### config.mk
export PLATFORM = sky130hd
export DESIGN_NAME = htf_array_inc
export DESIGN_NICKNAME = d
export VERILOG_FILES = /design/src/rtl/htf_array_inc.sv
export SDC_FILE = /design/constraint.sdc
export NUM_CORES = 1
export LEC_CHECK = 0
export BUFFER_PORTS_ARGS = -buffer_cell sky130_fd_sc_hd__buf_4
export CORE_ASPECT_RATIO = 0.5
export CORE_UTILIZATION = 59
export CTS_CLUSTER_SIZE = 20
export DETAILED_ROUTE_END_ITERATION = 6
export MAX_ROUTING_LAYER = met4
export PLACE_DENSITY = 0.89
export SLEW_MARGIN = 30
export SYNTH_ARGS = -nofsm -noshare
export SYNTH_HDL_FRONTEND = slang
export SYNTH_SLANG_ARGS = --single-unit
### constraint.sdc
create_clock -name clk -period 20.3 [get_ports clk]
set_input_delay 4.06 -clock clk [delete_from_list [all_inputs] [get_ports clk]]
set_output_delay 4.06 -clock clk [all_outputs]
set_load 0.01 [all_outputs]
### src/rtl/htf_array_inc.sv
// ---------------------------------------------------------------------------
// htf_array_inc
//   Array of DEPTH counters, WIDTH bits each, indexed RANGE_BASE upward.
//   Each entry can be preloaded, or bumped by up to NUM_INC_PORTS increment
//   ports in the same cycle. It holds the per-bit-length SLT write pointers
//   of the XP10 Huffman table flow: base pointers are preloaded, then one
//   entry is bumped for each symbol written.
//
// Ports
//   clk          : clock, all state updates on the rising edge
//   rst_n        : asynchronous reset, active HIGH despite the name
//   preload_en   : per-entry preload enable
//   preload_data : value loaded into every enabled entry
//   inc_onehot   : per-port entry select; each set bit adds one
//   array        : current entry values, straight from the registers
// ---------------------------------------------------------------------------
module htf_array_inc #(
  parameter int DEPTH         = 27,
  parameter int RANGE_BASE    = 1,
  parameter int WIDTH         = 10,
  parameter int NUM_INC_PORTS = 2
) (
  input  logic                                                        clk,
  input  logic                                                        rst_n,
  input  logic [RANGE_BASE+DEPTH-1:RANGE_BASE]                        preload_en,
  input  logic [WIDTH-1:0]                                            preload_data,
  input  logic [NUM_INC_PORTS-1:0][RANGE_BASE+DEPTH-1:RANGE_BASE]     inc_onehot,
  output logic [RANGE_BASE+DEPTH-1:RANGE_BASE][WIDTH-1:0]             array
);

  localparam int HI = RANGE_BASE + DEPTH - 1;
  localparam int CW = $clog2(NUM_INC_PORTS + 1);

  logic [HI:RANGE_BASE][WIDTH-1:0] entry_r;
  logic [HI:RANGE_BASE][WIDTH-1:0] entry_nxt_s;
  logic [HI:RANGE_BASE][CW-1:0]    inc_cnt_s;

  // Number of ports selecting entry e; wide enough for all ports at once.
  function automatic logic [CW-1:0] count_hits(
    input logic [NUM_INC_PORTS-1:0][HI:RANGE_BASE] sel,
    input int                                     e
  );
    logic [CW-1:0] n;
    n = {CW{1'b0}};
    for (int p = 0; p < NUM_INC_PORTS; p++) begin
      n = n + CW'(sel[p][e]);
    end
    return n;
  endfunction

  // Per-entry increment count across all ports.
  always_comb begin
    inc_cnt_s = '0;
    for (int e = RANGE_BASE; e <= HI; e++) begin
      inc_cnt_s[e] = count_hits(inc_onehot, e);
    end
  end

  // Next entry value: preload wins and drops same-cycle increments;
  // otherwise add the hit count, wrapping modulo 2^WIDTH.
  always_comb begin
    entry_nxt_s = entry_r;
    for (int e = RANGE_BASE; e <= HI; e++) begin
      if (preload_en[e]) begin
        entry_nxt_s[e] = preload_data;
      end else begin
        entry_nxt_s[e] = entry_r[e] + WIDTH'(inc_cnt_s[e]);
      end
    end
  end

  // Entry registers; reset clears all entries immediately.
  always_ff @(posedge clk or posedge rst_n) begin
    if (rst_n) begin
      entry_r <= '0;
    end else begin
      entry_r <= entry_nxt_s;
    end
  end

  assign array = entry_r;

endmodule

==> results of run 1 <==
## worst reg2reg max path, stage by stage, from the launching register on
cell and delay [ns]:
dfrtp_1 0.34, inv_1 0.05, fa_1 0.41, inv_1 0.08, ha_1 0.20, nand4_1 0.21, or4_1 0.56, nand3_1 0.12
## final timing paths
kind / start / endpoint / slack, ns / cells after the start
worst max-delay path: rst_n / array[24]$_DFF_PP0_ / 14.50 / 4
worst min-delay path: array[249]$_DFF_PP0_ / array[249]$_DFF_PP0_ / 0.58 / 2
worst max register to register: array[110]$_DFF_PP0_ / array[118]$_DFF_PP0_ / 18.25 / 7
worst min register to register: array[249]$_DFF_PP0_ / array[249]$_DFF_PP0_ / 0.58 / 2
max in group clk: inc_onehot[11] / array[118]$_DFF_PP0_ / 14.94 / 8
min in group asynchronous: rst_n / array[223]$_DFF_PP0_ / 3.67 / 2
## final cells by class
type | count | share of cell area (%)
flip-flops and latches | 270 | 36.0
multi-input cells | 1116 | 39.8
repair buffers | 365 | 14.6
well taps | 336 | 2.24
clock inverters | 4 | 0.120
clock buffers | 38 | 3.96
inverters | 163 | 3.30
## cells by family (layout without fill, tap and decap cells)
| group | count (synthesis) | in the layout | synth area share [%] |
|---|---|---|---|
| AND/OR/NAND/NOR | 655 | 655 | 23.2 |
| AO/OA/AOI/OAI | 275 | 275 | 12.2 |
| flip-flops | 270 | 270 | 44.9 |
| buffers and inverters | 219 | 570 | 5.49 |
| XOR/XNOR | 81 | 81 | 4.71 |
| adder cells (fa/ha/maj) | 54 | 54 | 5.83 |
| multiplexers | 51 | 51 | 3.62 |
## where the power goes
group | internal [µW] | switching (µW)
sequential | 615 | 108
clock | 251 | 204
combinational | 213 | 238
total | 1080 | 551
## synth_stat cells
| master | n | area [µm²] |
|---|---|---|
| nand3b_1 | 42 | 315 |
| buf_2 | 3 | 15.0 |
| o211ai_1 | 75 | 563 |
| inv_1 | 151 | 567 |
| nor2b_1 | 5 | 31.3 |
| nand4_1 | 53 | 332 |
| nor3_1 | 12 | 60.1 |
| nand2_1 | 204 | 766 |
| a22oi_1 | 1 | 7.51 |
| xnor2_1 | 27 | 236 |
| xor2_1 | 54 | 473 |
| o311a_1 | 12 | 120 |
| mux2_2 | 27 | 304 |
| or3_1 | 3 | 18.8 |
| nand3_2 | 9 | 90.1 |
| or4b_1 | 1 | 10.0 |
| nor2_1 | 56 | 210 |
| clkinv_1 | 12 | 45.0 |
| dfrtp_1 | 270 | 6760 |
| nand2b_1 | 13 | 81.3 |
| a31oi_1 | 43 | 269 |
| a221o_1 | 12 | 120 |
| or4_1 | 119 | 893 |
| o31ai_1 | 40 | 300 |
| ha_1 | 27 | 338 |
| fa_1 | 27 | 541 |
| mux2i_1 | 24 | 240 |
| o21ai_0 | 92 | 460 |
| nand3_1 | 138 | 691 |
| clkbuf_1 | 53 | 199 |
## routing by layer
metal	GRT usage (%)	wire length (µm)
met4	15.7	1920
met1	42.9	17700
met3	5.56	2870
met2	57.1	21500
met5	-	0
## metrics by stage
step           setup slack [ns]  cell area [µm²]  hold slack [ns]  util [%]
2_1_floorplan              8.80            15100            0.588         -
4_1_cts                   14.14            18800            0.580      76.6
3_5_place_dp              13.57            18000            0.569      73.4
3_3_place_gp              13.58            18000            0.554      73.4
6_report                  14.50            18800            0.577      76.6
5_1_grt                   14.16            18800            0.606      76.6
==> run metrics, run 1 <==
clock-pin slew on the worst setup and hold paths=roughly 0.07 ns; Die H=115 µm; Placed Instances=2,250; multi-input logic area=7470 µm²; antenna violations before repair=0; cells after synthesis=1,605; clk_skew=approximately 0.0083 ns; ANT cells=0; unrepaired setup endpoints after global routing=no; Starting Density=between 60% and 70%; setup TNS=0 ns; crit path max-delay cell type=buf_4; clock sink count=270; max-cap viol count=0; post-CTS sizing=0; fin crit share=28.6%; fill cell count=1,729; dominant cell type by count on the critical path=buf_4; total die area=26,200 µm²; Worst Setup End Kind=asynchronous set/reset pin; FF+latch area=between 6000 and 7000 µm²; final wirelength=between 40,000 and 50,000 µm; synthesized area=between 15,000 and 20,000 µm²; slew margin rel.=40.8%; CTS tree=built; vias per cell=6.08; Post-DRT Antenna Nets=0; startpoint types=input pin; TritonCTS buffer count=24; filler-free cell count of the finished design=2,292; required time of the critical path=20.89 ns; worst path cell trace=buf_4, inv_8, buf_4, buf_6; worst skew pair latency=0.53 ns; Row Count=40; VDD IR-drop max=53.3 µV; buffer and inverter count on the worst path=4; Synth-to-Final Area Change=24.7%; WP data arrival=6.39 ns; Vias=13.9k; Synth Area per Inst=9.38 µm²; Iter 0 DRT Violations=1,184; DIE WIDTH=about 230 µm; Cell variety after synth=30; # IOs=363; first-pass GRT wire length=70,400 µm; grt total ovfl=0; Clock Tree Buf Depth=3; outcome=finished clean; DP Wirelength=29,600 µm; final-report setup violation count=0; commonest non-fill, non-tap cells in the layout=buf_4 (364), dfrtp_1 (270), nand2_1 (204), inv_1 (150), nand3_1 (138); Worst Path Max Fanout=around 130; fin nets=2,087; fmax=around 170 MHz; share of cells above drive strength 1=between 20 and 25%; total power=1630 µW; wire per inst=~19 µm; 1st-pass router iterations=6; crit path time final=5.80 ns; hold_buf cts=0; Final Hold Vio Count=0; Lkg Pwr=0.00846 µW; Max stage delay on crit path=0.81 ns; synthesis-stage register bit count=270; H-tree depth=1; Hold Path Class=reg2reg; Core Box Area=24,500 µm²; # Post-CTS Setup Buffers=0; routability cong.=0.870; worst-margin pin slew=0.887 ns; Post-Syn Nets=about 1.8k; most common cell after layout, fill and taps aside=buf_4; CP top delay family=buffers and inverters; max reg flops=270; # port buffers=approximately 360; overall global routing resource usage=34.7%; max-slew violations=0; Synth warnings=0; Crit Path Class=in2async; Residual DRC=0; largest net degree at the start of global routing=~130; vias in the first global route=13.5k; Power Dens Cells=86.8 nW/µm²; clk root buf=clkbuf_16; register area share after synthesis=44.9%
(Power assumes the default switching activity.)
==> run 2, diff against run 1 <==
- ABC_AREA: default -> 1
- CORE_UTILIZATION: 59 -> 55
- PLACE_DENSITY: 0.89 -> 0.83
- clock period: 20.3 -> 5.9 ns (I/O delays scaled with it)
==> run metrics, run 2 <==
outcome=finished clean (unchanged); clock share of power=29.7% (was 28.0%); Synth Area per Inst=7.32 µm² (was 9.38 µm²); max reg flops=270 (unchanged); # port buffers=362 (unchanged); Critical Path Start=array[95]$_DFF_PP0_ (was rst_n); final-report setup violation count=0 (unchanged); crit path time final=2.39 ns; WP data arrival=1.21 ns (was 6.39 ns); count leader, synth=nand2_1 (was dfrtp_1); post-route worst setup slack=3.51 ns (was 14.50 ns); Crit Path Class=reg2out (was in2async); CP top delay family=flip-flops (was buffers and inverters); required time of the critical path=4.72 ns (was 20.89 ns); Cell variety after synth=27 (was 30); # IOs=363 (unchanged); vias in the first global route=14.4k (was 13.5k); fin nets=2,666 (was 2,087); synthesis-stage register bit count=270 (unchanged); Worst Setup End Kind=output pin (was asynchronous set/reset pin); FF+latch area=6760 µm² (unchanged); filler-free cell count of the finished design=2,915 (was 2,292); DP Wirelength=32,500 µm (was 29,600 µm); Iter 0 DRT Violations=1,253 (was 1,184); number of flops mapped to enable cells by yosys=0 (unchanged); worst path cell trace=buf_4 (was buf_4, inv_8, buf_4, buf_6); Synth warnings=0 (unchanged); worst-margin pin slew=0.913 ns (was 0.887 ns); Starting Density=57.0% (was 61.4%); grt total ovfl=0 (unchanged); clk_skew=0.0129 ns (was 0.00831 ns); VDD IR-drop max=183 µV (was 53.3 µV); slew margin rel.=39.2% (was 40.8%); 1st-pass router iterations=6 (unchanged); # Post-CTS Setup Buffers=0 (unchanged); Synth-to-Final Area Change=22.2% (was 24.7%); hold_buf cts=0 (unchanged); antenna violations before repair=0 (unchanged); setup TNS=0 ns (unchanged); Hold Path Class=reg2reg (unchanged); ANT cells=0 (unchanged); Synth Flop Type=dfrtp_1 (unchanged); Power Dens Cells=269 nW/µm² (was 86.8 nW/µm²); post-CTS sizing=0 (unchanged); multi-input logic area=7690 µm² (was 7470 µm²); Core Box Area=28,200 µm² (was 24,500 µm²); worst skew pair latency=0.54 ns (was 0.53 ns); total die area=30,000 µm² (was 26,200 µm²); Comb pwr share=26.1% (was 27.7%); Residual DRC=0 (unchanged); clock-pin slew on the worst setup and hold paths=0.06 ns (was 0.07 ns); Die H=123 µm (was 115 µm); Sw Share=33.5% (was 33.8%); synthesized area=16,100 µm² (was 15,100 µm²); commonest non-fill, non-tap cells in the layout=nand2_1 (701), buf_4 (364), inv_1 (294), dfrtp_1 (270), nand3_1 (230) (was buf_4 (364), dfrtp_1 (270), nand2_1 (204), inv_1 (150), nand3_1 (138)); Worst Reg-to-Reg Cells=9 (was 7); most common cell after layout, fill and taps aside=nand2_1 (was buf_4); top cell type's share of synthesized area=42.0% (was 44.9%); wire per inst=16.0 µm (was 19.2 µm); startpoint types=flip-flop (was input pin); fin crit share=40.5%; FF-to-FF End=array[118]$_DFF_PP0_ (unchanged); Pint=3510 µW (was 1080 µW); Worst Path Max Fanout=7 (was 127); Area contributors post-synth=dfrtp_1 (42%), nand2_1 (16%), nand3_1 (7.2%) (was dfrtp_1 (45%), or4_1 (5.9%), nand2_1 (5.1%)); Vias=15.7k (was 13.9k); vias per cell=5.37 (was 6.08); Clock Tree Buf Depth=3 (unchanged); cells after synthesis=2,196 (was 1,605); worst setup path endpoint=array[95] (was array[24]$_DFF_PP0_); register area share after synthesis=42.0% (was 44.9%); pre-CTS setup slack=3.19 ns (was 13.57 ns); fill cell count=2,346 (was 1,729); DIE WIDTH=244 µm (was 228 µm); CP Depth=1 (was 4); max-slew violations=0 (unchanged); total power=5280 µW (was 1630 µW); routability cong.=0.957 (was 0.870); fmax=between 400 and 500 MHz; clock sink count=270 (unchanged); largest net degree at the start of global routing=152 (was 128); Synth area leader=dfrtp_1 (unchanged); Post-Syn Nets=2,343 (was 1,752); asr flop ratio synth=100% (unchanged); overall global routing resource usage=31.8% (was 34.7%); buffer and inverter count on the worst path=1 (was 4); first-pass GRT wire length=73,700 µm (was 70,400 µm); share of cells above drive strength 1=19.1% (was 22.4%); Sequential Power Share=44.2% (was 44.4%); crit path max-delay cell type=dfrtp_1 (was buf_4); H-tree depth=1 (unchanged); Post-DRT Antenna Nets=0 (unchanged); worst reg2reg startpoint=array[110]$_DFF_PP0_ (unchanged); Net Switching=1770 µW (was 551 µW); Final Hold Vio Count=0 (unchanged); Placed Instances=2,874 (was 2,250); max-cap viol count=0 (unchanged); CTS tree=built (unchanged); Row Count=43 (was 40); Synth top cells by count=nand2_1 (701), inv_1 (295), dfrtp_1 (270), nand3_1 (230), nor2_1 (169) (was dfrtp_1 (270), nand2_1 (204), inv_1 (151), nand3_1 (138), or4_1 (119)); flop-to-flop setup slack=4.12 ns (was 18.25 ns); clk root buf=clkbuf_16 (unchanged); final wirelength=46,600 µm (was 43,900 µm); unrepaired setup endpoints after global routing=no (unchanged); TritonCTS buffer count=25 (was 24); Lkg Pwr=0.0105 µW (was 0.00846 µW); Max stage delay on crit path=0.50 ns (was 0.81 ns)
-- run 2: changes by cell type in the layout (fill, tap and decap cells not counted), moves of 27 or more --
cell,previous run,this run
o21bai_1,0,55
nand3_1,138,230
o211ai_1,75,0
a21oi_1,0,31
xor2_1,54,0
o31ai_1,40,0
nand3b_1,42,0
o21ai_0,92,120
inv_1,150,294
nor2_1,56,169
or4_1,119,0
mux2_2,27,0
nand2_1,204,701
-- run 2: routing by layer --
layer  GRT usage [%]  wire (µm)  up-vias
li1                -          -     7623
met1            40.5      19100     7374
met2            52.8      22800      528
met3            4.12       2910      134
met4            11.9       1730        0
met5               -          0        -
-- run 2: cell families (layout without fill, tap and decap cells) --
group | Yosys count | after routing | synth area share [%]
adders and majority gates | 54 | 54 | 5.46
xor gates and xnor gates | 1 | 1 | 0.0545
AOI/OAI and AO/OA | 268 | 268 | 9.65
DFF | 270 | 270 | 42.0
and+or+nand+nor | 1217 | 1217 | 32.7
buffers and inverters | 386 | 723 | 10.1
-- run 2: area by class of cell --
| class | instances | share of cell area (%) |
|---|---|---|
| Multi-Input combinational cell | 1540 | 39.2 |
| Inverter | 316 | 6.06 |
| Timing Repair Buffer | 366 | 14.1 |
| Sequential cell | 270 | 34.4 |
| Tap cell | 382 | 2.43 |
| Clock buffer | 39 | 3.81 |
| Clock inverter | 2 | 0.0509 |
-- run 2: how the worst min path moves through the flow --
| stage | from | endpoint | slack [ns] | cells past startpoint |
|---|---|---|---|---|
| final | array[64]$_DFF_PP0_ | array[64]$_DFF_PP0_ | 0.57 | 2 |
| after detailed placement | array[34]$_DFF_PP0_ | array[34]$_DFF_PP0_ | 0.54 | 2 |
| after global placement | array[24]$_DFF_PP0_ | array[24]$_DFF_PP0_ | 0.53 | 2 |
| after floorplan | array[24]$_DFF_PP0_ | array[24]$_DFF_PP0_ | 0.56 | 2 |
| after CTS | array[64]$_DFF_PP0_ | array[64]$_DFF_PP0_ | 0.56 | 2 |
| after global routing | array[154]$_DFF_PP0_ | array[154]$_DFF_PP0_ | 0.60 | 2 |
-- run 2: power groups by stage --
stage	clock network [µW]	logic [µW]	registers (µW)
floorplan	0	686	2400
global placement	0	1340	2350
detailed placement	0	1370	2360
CTS	1600	1380	2330
global route	1670	1530	2360
finish	1570	1380	2330
-- run 2: stage by stage --
step                hold WS [ns]  utilization [%]  area, µm²
floorplan                  0.564                -      16100
global placement           0.534             67.0      18900
detailed placement         0.544             67.0      18900
CTS                        0.562             69.7      19700
global route               0.605             69.7      19700
finish                     0.571             69.7      19700
